File: config.mk
export PLATFORM = sky130hd
export DESIGN_NAME = sine_voice_scheduler
export DESIGN_NICKNAME = d
export VERILOG_FILES = /design/src/rtl/sine_voice_scheduler.sv
export SDC_FILE = /design/constraint.sdc
export NUM_CORES = 1
export LEC_CHECK = 0
export CORE_MARGIN = 2
export CORE_UTILIZATION = 55
export DETAILED_ROUTE_END_ITERATION = 8
export PLACE_DENSITY = 0.82
export SETUP_SLACK_MARGIN = 0.15
export SLEW_MARGIN = 20
export SYNTH_ARGS = -nofsm -noshare
export SYNTH_HDL_FRONTEND = slang
export SYNTH_SLANG_ARGS = --single-unit
File: constraint.sdc
create_clock -name CLK -period 13.8 [get_ports CLK]
set_input_delay 4.14 -clock CLK [delete_from_list [all_inputs] [get_ports CLK]]
set_output_delay 4.14 -clock CLK [all_outputs]
set_load 0.05 [all_outputs]
File: src/rtl/sine_voice_scheduler.sv
`default_nettype none
// ============================================================================
// Module      : sine_voice_scheduler
// Description : Shares one single-port sine ROM among VOICES phase-accumulator
//               voices, one ROM read per voice per sample frame, plus a mix.
// Revision    : 1.0 - initial release
// ============================================================================
module sine_voice_scheduler #(
    parameter int VOICES  = 4,
    parameter int ROM_AW  = 16,
    parameter int PHASE_W = 32,
    parameter int MIX_W   = 16 + $clog2(VOICES)
) (
    input  logic                      CLK,
    input  logic                      RST_N,
    input  logic                      LOCKED,
    input  logic                      SAMPLE_TICK,
    input  logic                      FREQ_WE,
    input  logic [$clog2(VOICES)-1:0] FREQ_SEL,
    input  logic [PHASE_W-1:0]        FREQ_DATA,
    input  logic [VOICES-1:0]         GATE,
    output logic                      ROM_EN,
    output logic [ROM_AW-1:0]         ROM_ADDR,
    input  logic [15:0]               ROM_DATA,
    output logic [16*VOICES-1:0]      VOICE_OUT,
    output logic [MIX_W-1:0]          MIX_OUT,
    output logic                      MIX_VALID,
    output logic                      BUSY,
    output logic                      OVERRUN
);

    localparam int c_SEL_W = $clog2(VOICES);

    typedef enum logic [1:0] {
        ST_IDLE    = 2'd0,
        ST_ISSUE   = 2'd1,
        ST_CAPTURE = 2'd2,
        ST_DONE    = 2'd3
    } state_t;

    state_t               r_state;
    logic [c_SEL_W-1:0]   r_v;
    logic [PHASE_W-1:0]   r_phase [VOICES];
    logic [PHASE_W-1:0]   r_freq  [VOICES];
    logic [PHASE_W-1:0]   r_snap  [VOICES];
    logic [15:0]          r_shadow[VOICES];
    logic                 r_gate_q;
    logic [MIX_W-1:0]     r_acc;
    logic [MIX_W-1:0]     r_mix_out;
    logic [16*VOICES-1:0] r_voice_out;
    logic                 r_rom_en;
    logic [ROM_AW-1:0]    r_rom_addr;
    logic                 r_mix_valid;
    logic                 r_busy;
    logic                 r_overrun;

    logic [PHASE_W-1:0]   w_freq_next[VOICES];
    logic [c_SEL_W-1:0]   w_nv;
    logic [c_SEL_W-1:0]   w_iss_idx;
    logic [PHASE_W-1:0]   w_iss_freq;
    logic [PHASE_W-1:0]   w_iss_phase;
    logic                 w_last;
    logic                 w_do_issue;
    logic [15:0]          w_sample;

    // A write landing on the tick cycle must reach the frame snapshot.
    always_comb begin
        for (int i = 0; i < VOICES; i++) begin
            w_freq_next[i] = (FREQ_WE && (FREQ_SEL == c_SEL_W'(i))) ? FREQ_DATA : r_freq[i];
        end
    end

    assign w_last      = (r_v == c_SEL_W'(VOICES - 1));
    assign w_nv        = r_v + 1'b1;
    assign w_iss_idx   = (r_state == ST_IDLE) ? '0 : w_nv;
    assign w_iss_freq  = (r_state == ST_IDLE) ? w_freq_next[0] : r_snap[w_nv];
    assign w_iss_phase = r_phase[w_iss_idx] + w_iss_freq;
    assign w_do_issue  = LOCKED && (((r_state == ST_IDLE) && SAMPLE_TICK) ||
                                    ((r_state == ST_CAPTURE) && !w_last));
    assign w_sample    = r_gate_q ? ROM_DATA : 16'd0;

    always_ff @(posedge CLK or negedge RST_N) begin
        if (!RST_N) begin
            r_state     <= ST_IDLE;
            r_v         <= '0;
            r_gate_q    <= 1'b0;
            r_acc       <= '0;
            r_mix_out   <= '0;
            r_voice_out <= '0;
            r_rom_en    <= 1'b0;
            r_rom_addr  <= '0;
            r_mix_valid <= 1'b0;
            r_busy      <= 1'b0;
            r_overrun   <= 1'b0;
            for (int i = 0; i < VOICES; i++) begin
                r_phase[i]  <= '0;
                r_freq[i]   <= '0;
                r_snap[i]   <= '0;
                r_shadow[i] <= '0;
            end
        end else begin
            for (int i = 0; i < VOICES; i++) begin
                r_freq[i] <= w_freq_next[i];
            end
            r_rom_en    <= 1'b0;
            r_mix_valid <= 1'b0;
            if (SAMPLE_TICK && (r_state != ST_IDLE)) begin
                r_overrun <= 1'b1;
            end

            if (!LOCKED) begin
                r_state <= ST_IDLE;
                r_busy  <= 1'b0;
            end else begin
                case (r_state)
                    ST_IDLE: begin
                        if (SAMPLE_TICK) begin
                            r_state <= ST_ISSUE;
                            r_v     <= '0;
                            r_acc   <= '0;
                            r_busy  <= 1'b1;
                            for (int i = 0; i < VOICES; i++) begin
                                r_snap[i] <= w_freq_next[i];
                            end
                        end
                    end
                    ST_ISSUE: begin
                        r_state <= ST_CAPTURE;
                    end
                    ST_CAPTURE: begin
                        r_shadow[r_v] <= w_sample;
                        r_acc         <= r_acc + {{(MIX_W-16){w_sample[15]}}, w_sample};
                        if (w_last) begin
                            r_state <= ST_DONE;
                        end else begin
                            r_v     <= w_nv;
                            r_state <= ST_ISSUE;
                        end
                    end
                    ST_DONE: begin
                        for (int i = 0; i < VOICES; i++) begin
                            r_voice_out[16*i +: 16] <= r_shadow[i];
                        end
                        r_mix_out   <= r_acc;
                        r_mix_valid <= 1'b1;
                        r_busy      <= 1'b0;
                        r_state     <= ST_IDLE;
                    end
                    default: r_state <= ST_IDLE;
                endcase
            end

            // The read is launched on entry so ROM data is back for CAPTURE.
            if (w_do_issue) begin
                if (GATE[w_iss_idx]) begin
                    r_phase[w_iss_idx] <= w_iss_phase;
                    r_rom_en           <= 1'b1;
                    r_rom_addr         <= w_iss_phase[PHASE_W-1 -: ROM_AW];
                    r_gate_q           <= 1'b1;
                end else begin
                    r_phase[w_iss_idx] <= '0;
                    r_gate_q           <= 1'b0;
                end
            end
        end
    end

    assign ROM_EN    = r_rom_en;
    assign ROM_ADDR  = r_rom_addr;
    assign VOICE_OUT = r_voice_out;
    assign MIX_OUT   = r_mix_out;
    assign MIX_VALID = r_mix_valid;
    assign BUSY      = r_busy;
    assign OVERRUN   = r_overrun;

endmodule
`default_nettype wire

After elaboration in Yosys (flattened, before gate mapping)
Index checks and enable logic that the tools add are counted.
- flip-flop bits (word level): 573
- bits of input ports: 59
- logic and storage cells: 113
- $add $sub $neg: 3
- order comparisons: 6
- eq/ne operators: 11
- muxes and demuxes: 38
- bitwise operators: 5
- reduce and logical (&&, ||, !) cells: 23
- operator list (kind ; count):
    32-bit 2-to-1 mux ; 10
    128-bit AND ; 1
    32-bit binary-select mux with 2-bit select ; 2
    128-bit bitwise mux ; 1
    128-bit 2-to-1 mux ; 1
    128-bit inverter ; 1
    64-bit bitwise mux ; 1
    32-bit demux with 2-bit select ; 1
    18-bit case mux with 2 select lines ; 1
    32-bit adder ; 1
    16-bit demux with 2-bit select ; 1
    16-bit 2-to-1 mux ; 2
    18-bit adder ; 1
    18-bit 2-to-1 mux ; 1
    2-bit 2-to-1 mux ; 6
    2-bit == test, second input constant ; 5
    1-bit logical AND ; 10
    3-bit >= comparator, second input constant ; 3
    2-bit inverter with 3-bit output ; 3
    2-bit case mux with 4 select lines ; 1
    2-bit AND reduction ; 4
    1-bit 2-to-1 mux ; 7
    3-bit by 1-bit < comparator with 1-bit output, second input constant ; 2
    3-bit AND reduction ; 2
    other kinds (14) ; 18

Longest topological paths before layout
- depth after elaboration: 10
- gate-level depth with buffers: 20
- depth with buffers taken out: 15

Worst setup path after synthesis
OpenSTA, ideal clock, no wires.
- path type: input -> register
- from: input port FREQ_SEL[1]
- to: register r_rom_addr[8] (netlist: ROM_ADDR[8])
- library setup time: 0.125 ns
- arrival time: 7.800 ns
- data required time: 13.675 ns
- path slack: 5.876 ns
- stages on the path: 15
- path buffers: 2
- cells stage by stage: nor3b_1 -> clkbuf_1 -> buf_1 -> mux2i_1 -> o21ai_0 -> ha_1 -> fa_1 -> a211oi_2 -> o21ai_1 -> a311oi_2 -> o21ai_1 -> a311o_1 -> a21oi_2 -> xnor2_1 -> mux2_2
- cells in the longest elaborated chain, start to end: 5
- ends and longest elaborated chain (item ; line ; text):
    start: declaration ; 19 ; input logic [$clog2(VOICES)-1:0] FREQ_SEL,
    2-bit logical NOT ; 69 ; w_freq_next[i] = (FREQ_WE && (FREQ_SEL == c_SEL_W'(i))) ? FREQ_DATA : r_freq[i];
    1-bit logical AND ; 69 ;
    32-bit 2-to-1 mux ; 69 ;
    32-bit 2-to-1 mux ; 76 ; assign w_iss_freq = (r_state == ST_IDLE) ? w_freq_next[0] : r_snap[w_nv];
    32-bit adder ; 77 ; assign w_iss_phase = r_phase[w_iss_idx] + w_iss_freq;
    end signal: assignment ; 158 ; r_rom_addr <= w_iss_phase[PHASE_W-1 -: ROM_AW];
    end: declaration ; 52 ; logic [ROM_AW-1:0] r_rom_addr;
Every way passes these cells.
A chain may end at the register's enable or synchronous reset.

Worst setup path in the final report
- from: input port FREQ_WE
- to: register r_rom_addr[8] (netlist: ROM_ADDR[8])
- cells in the longest elaborated chain, start to end: 4
- ends and longest elaborated chain (item ; line ; text):
    start: declaration ; 18 ; input logic FREQ_WE,
    1-bit logical AND ; 69 ;
    32-bit 2-to-1 mux ; 69 ;
    32-bit 2-to-1 mux ; 76 ;
    32-bit adder ; 77 ;
Every way passes these cells.

==> flow_metrics.env <==
export IMPL_fin_crit_sh_pct=60.0
export IMPL_synthesis_area_sq_um=26200
export IMPL_cts_resized=0
export IMPL_drt_iter0_drc=1859
export IMPL_syn_nets=2396
export IMPL_overflow=0
export IMPL_dieWidth_um=222
export IMPL_instances_no_fill=3036
export IMPL_die_y_um=222
export IMPL_hold_violations=0
export IMPL_drc=0
export IMPL_gp_congestion=0.908
export IMPL_layout_nets=2501
export IMPL_die_area_sq_um=49400
export IMPL_power_density_nw_per_um2=181
export IMPL_dp_cells=2936
export IMPL_seq_area_frac_synth_pct=54.7
export IMPL_grt_pass1_vias=19086
export IMPL_setup_viol=0
export IMPL_rsz0062_at_grt="no"
export IMPL_finalPower_mw=5.44
export IMPL_fmax_ghz=0.121
export IMPL_clock_sinks=573
export IMPL_worstSetupPathType="in2reg"
export IMPL_cts_hold_buf=0
export IMPL_netlist_area_leader_share_pct=54.7
export IMPL_clkTransAtPathRegs_ps=60
export IMPL_synth_cells=2283
export IMPL_async_flop_share_pct=100
export IMPL_timing_critical_path_mode_cell="o21ai_1"
export IMPL_drive_gt1_share_pct=18.7
export IMPL_drt_total_wl_mm=64.9
export IMPL_insertion_delay_ps=630
export IMPL_critPathArrivalTime_ps=8780
export IMPL_h_tree_depth=2
export IMPL_pin_count=161
export IMPL_routedWlPerCell_um=21.4
export IMPL_grt_max_degree=184
export IMPL_grt_first_pass_wirelength_mm=104
export IMPL_yosys_top_cells_count="dfrtp_1 (573), nand2_1 (297), mux2_2 (286)"
export IMPL_cts_buffer_depth=3
export IMPL_core_sq_um=46800
export IMPL_synth_most_common_cell="dfrtp_1"
export IMPL_ys_types=76
export IMPL_hpwl_mm=42.1
export IMPL_relSlewSlack_pct=20.9
export IMPL_cp_start_kind="input port"
export IMPL_ir_drop_mv=0.128
export IMPL_leakage_nw=13.4
export IMPL_cp_required_ps=14300
export IMPL_timing_rr_start="r_v[0]$_DFFE_PN0P_"
export IMPL_setup_tns_ps=0
export IMPL_maxSlewViolCount=0
export IMPL_tightest_slew_ps=1180
export IMPL_area_delta_synth_final_pct=14.8
export IMPL_yosysWarnings=0
export IMPL_ant_nets=0
export IMPL_synth_enable_flop_cells=0
export IMPL_reg2reg_depth=13
export IMPL_worstPathBufferInverterCount=2
export IMPL_ys_flop_type="dfrtp_1"
export IMPL_grtUsageTotal_pct=26.5
export IMPL_finalClockSkew_ps=24.8
export IMPL_drt_pre_antenna_iters=9
export IMPL_cts_buffers_inserted=57
export IMPL_crit_slowest_cell="buf_4"
export IMPL_cap_violations=0
export IMPL_setup_worst_path_end_class="flop"
export IMPL_max_stage_delay_ps=570
export IMPL_viasPerCell=6.15
export IMPL_vias=18677
export IMPL_hold_path_class="reg2reg"
export IMPL_finalCriticalPeriod_ps=8280
export IMPL_crit_chain="clkdlybuf4s50_1 -> nor3b_2 -> buf_4 -> mux2i_1 -> o21ai_0 -> ha_1 -> fa_1 -> a211oi_2 -> o21ai_1 -> a311oi_2 -> o21ai_1 -> a311o_1 -> a21oi_2 -> xnor2_1 -> mux2_2"
export IMPL_avgSynthCellArea_sq_um=11.5
export IMPL_io_buffers=160
export IMPL_status="complete, no violations"
export IMPL_cts_tree="built"
export IMPL_antenna_found_initial=0
export IMPL_yosys_area_top_type="dfrtp_1"
export IMPL_post_cts_setup_buffer_count=0
export IMPL_start_util_pct=56.0
export IMPL_worst_hold_path_num_cells=2
export IMPL_synth_top_cells_by_area="dfrtp_1 (55%), mux2_2 (12%), o21ai_0 (4.4%)"
export IMPL_hold_start="r_shadow[41]$_DFFE_PN0P_"
export IMPL_worst_hold_path_endpoint="r_shadow[41]$_DFFE_PN0P_"
export IMPL_ys_seq_elements=573
export IMPL_crit_family="compound AO/OA/AOI/OAI gates"
export IMPL_rows=79
export IMPL_cts_root_buf="clkbuf_16"
export IMPL_r2r_end="ROM_ADDR[13]$_DFFE_PN0P_"
export IMPL_r2r_slack_ps=7310
export IMPL_cp_max_fo=32
## cell usage in the layout (no fill, tap or decap), types with 7 or more instances in the layout
cell / instances
nand2_1: 297
dfrtp_1: 572
clkbuf_1: 20
or3_1: 7
buf_4: 23
clkbuf_8: 8
a22o_1: 43
nor3_1: 9
nand4_1: 7
o21ai_0: 229
a211oi_1: 7
a31oi_1: 7
a221oi_1: 33
inv_1: 70
a21oi_1: 80
o21a_1: 7
mux2i_1: 70
a32o_1: 7
o21bai_1: 9
a21o_1: 21
mux2_2: 286
ha_1: 51
clkbuf_16: 57
nand3_1: 14
nor2_1: 139
xnor2_1: 20
o31ai_1: 13
mux4_2: 32
clkdlybuf4s50_1: 159
xor2_1: 13
o21ai_1: 10
## layout make-up
class	instances	area, sq um
fill	3370	16700
sequential	573	14300
multi-input combinational	1501	11100
timing repair buffer	184	1800
clock buffer	85	1610
tap	607	759
inverter	71	267
clock inverter	14	181
antenna	1	2.50
## registers in the layout (all words and copies together) (netlist names)
name and count:
r_state 2, r_snap 128, ROM_EN 1, r_shadow 64
r_phase 128, ROM_ADDR 16, r_acc 18, r_gate_q 1
BUSY 1, MIX_OUT 18, r_freq 128, VOICE_OUT 64
MIX_VALID 1, OVERRUN 1, r_v 2
## report_power, final
part           switching (mW)  internal, mW
registers               0.206          2.04
logic                    1.02         0.680
clock network           0.651         0.846
## cells by family after synthesis
kind of cell	synth area share, %
DFF	54.7
AOI/OAI and AO/OA	12.8
and+or+nand+nor	7.97
muxes	17.7
buffers and inverters	3.05
adders and majority gates	2.64
xor gates and xnor gates	1.10
## worst max-delay path by stage
stage,start,depth (start not counted),slack [ps],end
floorplan,FREQ_SEL[1],15,5880,ROM_ADDR[8]$_DFFE_PN0P_
global placement,FREQ_WE,15,5030,ROM_ADDR[8]$_DFFE_PN0P_
detailed placement,FREQ_WE,15,4970,ROM_ADDR[8]$_DFFE_PN0P_
CTS,FREQ_WE,15,5600,ROM_ADDR[8]$_DFFE_PN0P_
global route,FREQ_WE,15,5240,r_phase[92]$_DFFE_PN0P_
finish,FREQ_WE,15,5520,ROM_ADDR[8]$_DFFE_PN0P_
## per-layer routing
layer / vias up / track usage, % / share of wire (%)
met5: - / 0 / 0
met4: 0 / 7.87 / 2.7
met3: 137 / 4.76 / 6.8
met2: 751 / 43.0 / 48
met1: 9488 / 36.9 / 43
li1: 8301 / - / -
## per-stage QoR
step / setup WS [ps] / hold slack, ps / area [sq um] / util, %
4_1_cts: 5600 / 480 / 30100 / 64.3
3_5_place_dp: 4970 / 456 / 28300 / 60.5
6_report: 5520 / 477 / 30100 / 64.3
2_1_floorplan: 5880 / 444 / 26200 / -
3_3_place_gp: 5030 / 443 / 28300 / 60.4
5_1_grt: 5240 / 502 / 30100 / 64.3
## worst min-delay path: stages (launching register included)
cell and delay (ps):
dfrtp_1 340, nand2_1 50, o21ai_0 60
Power figures use the tool's default switching activity.
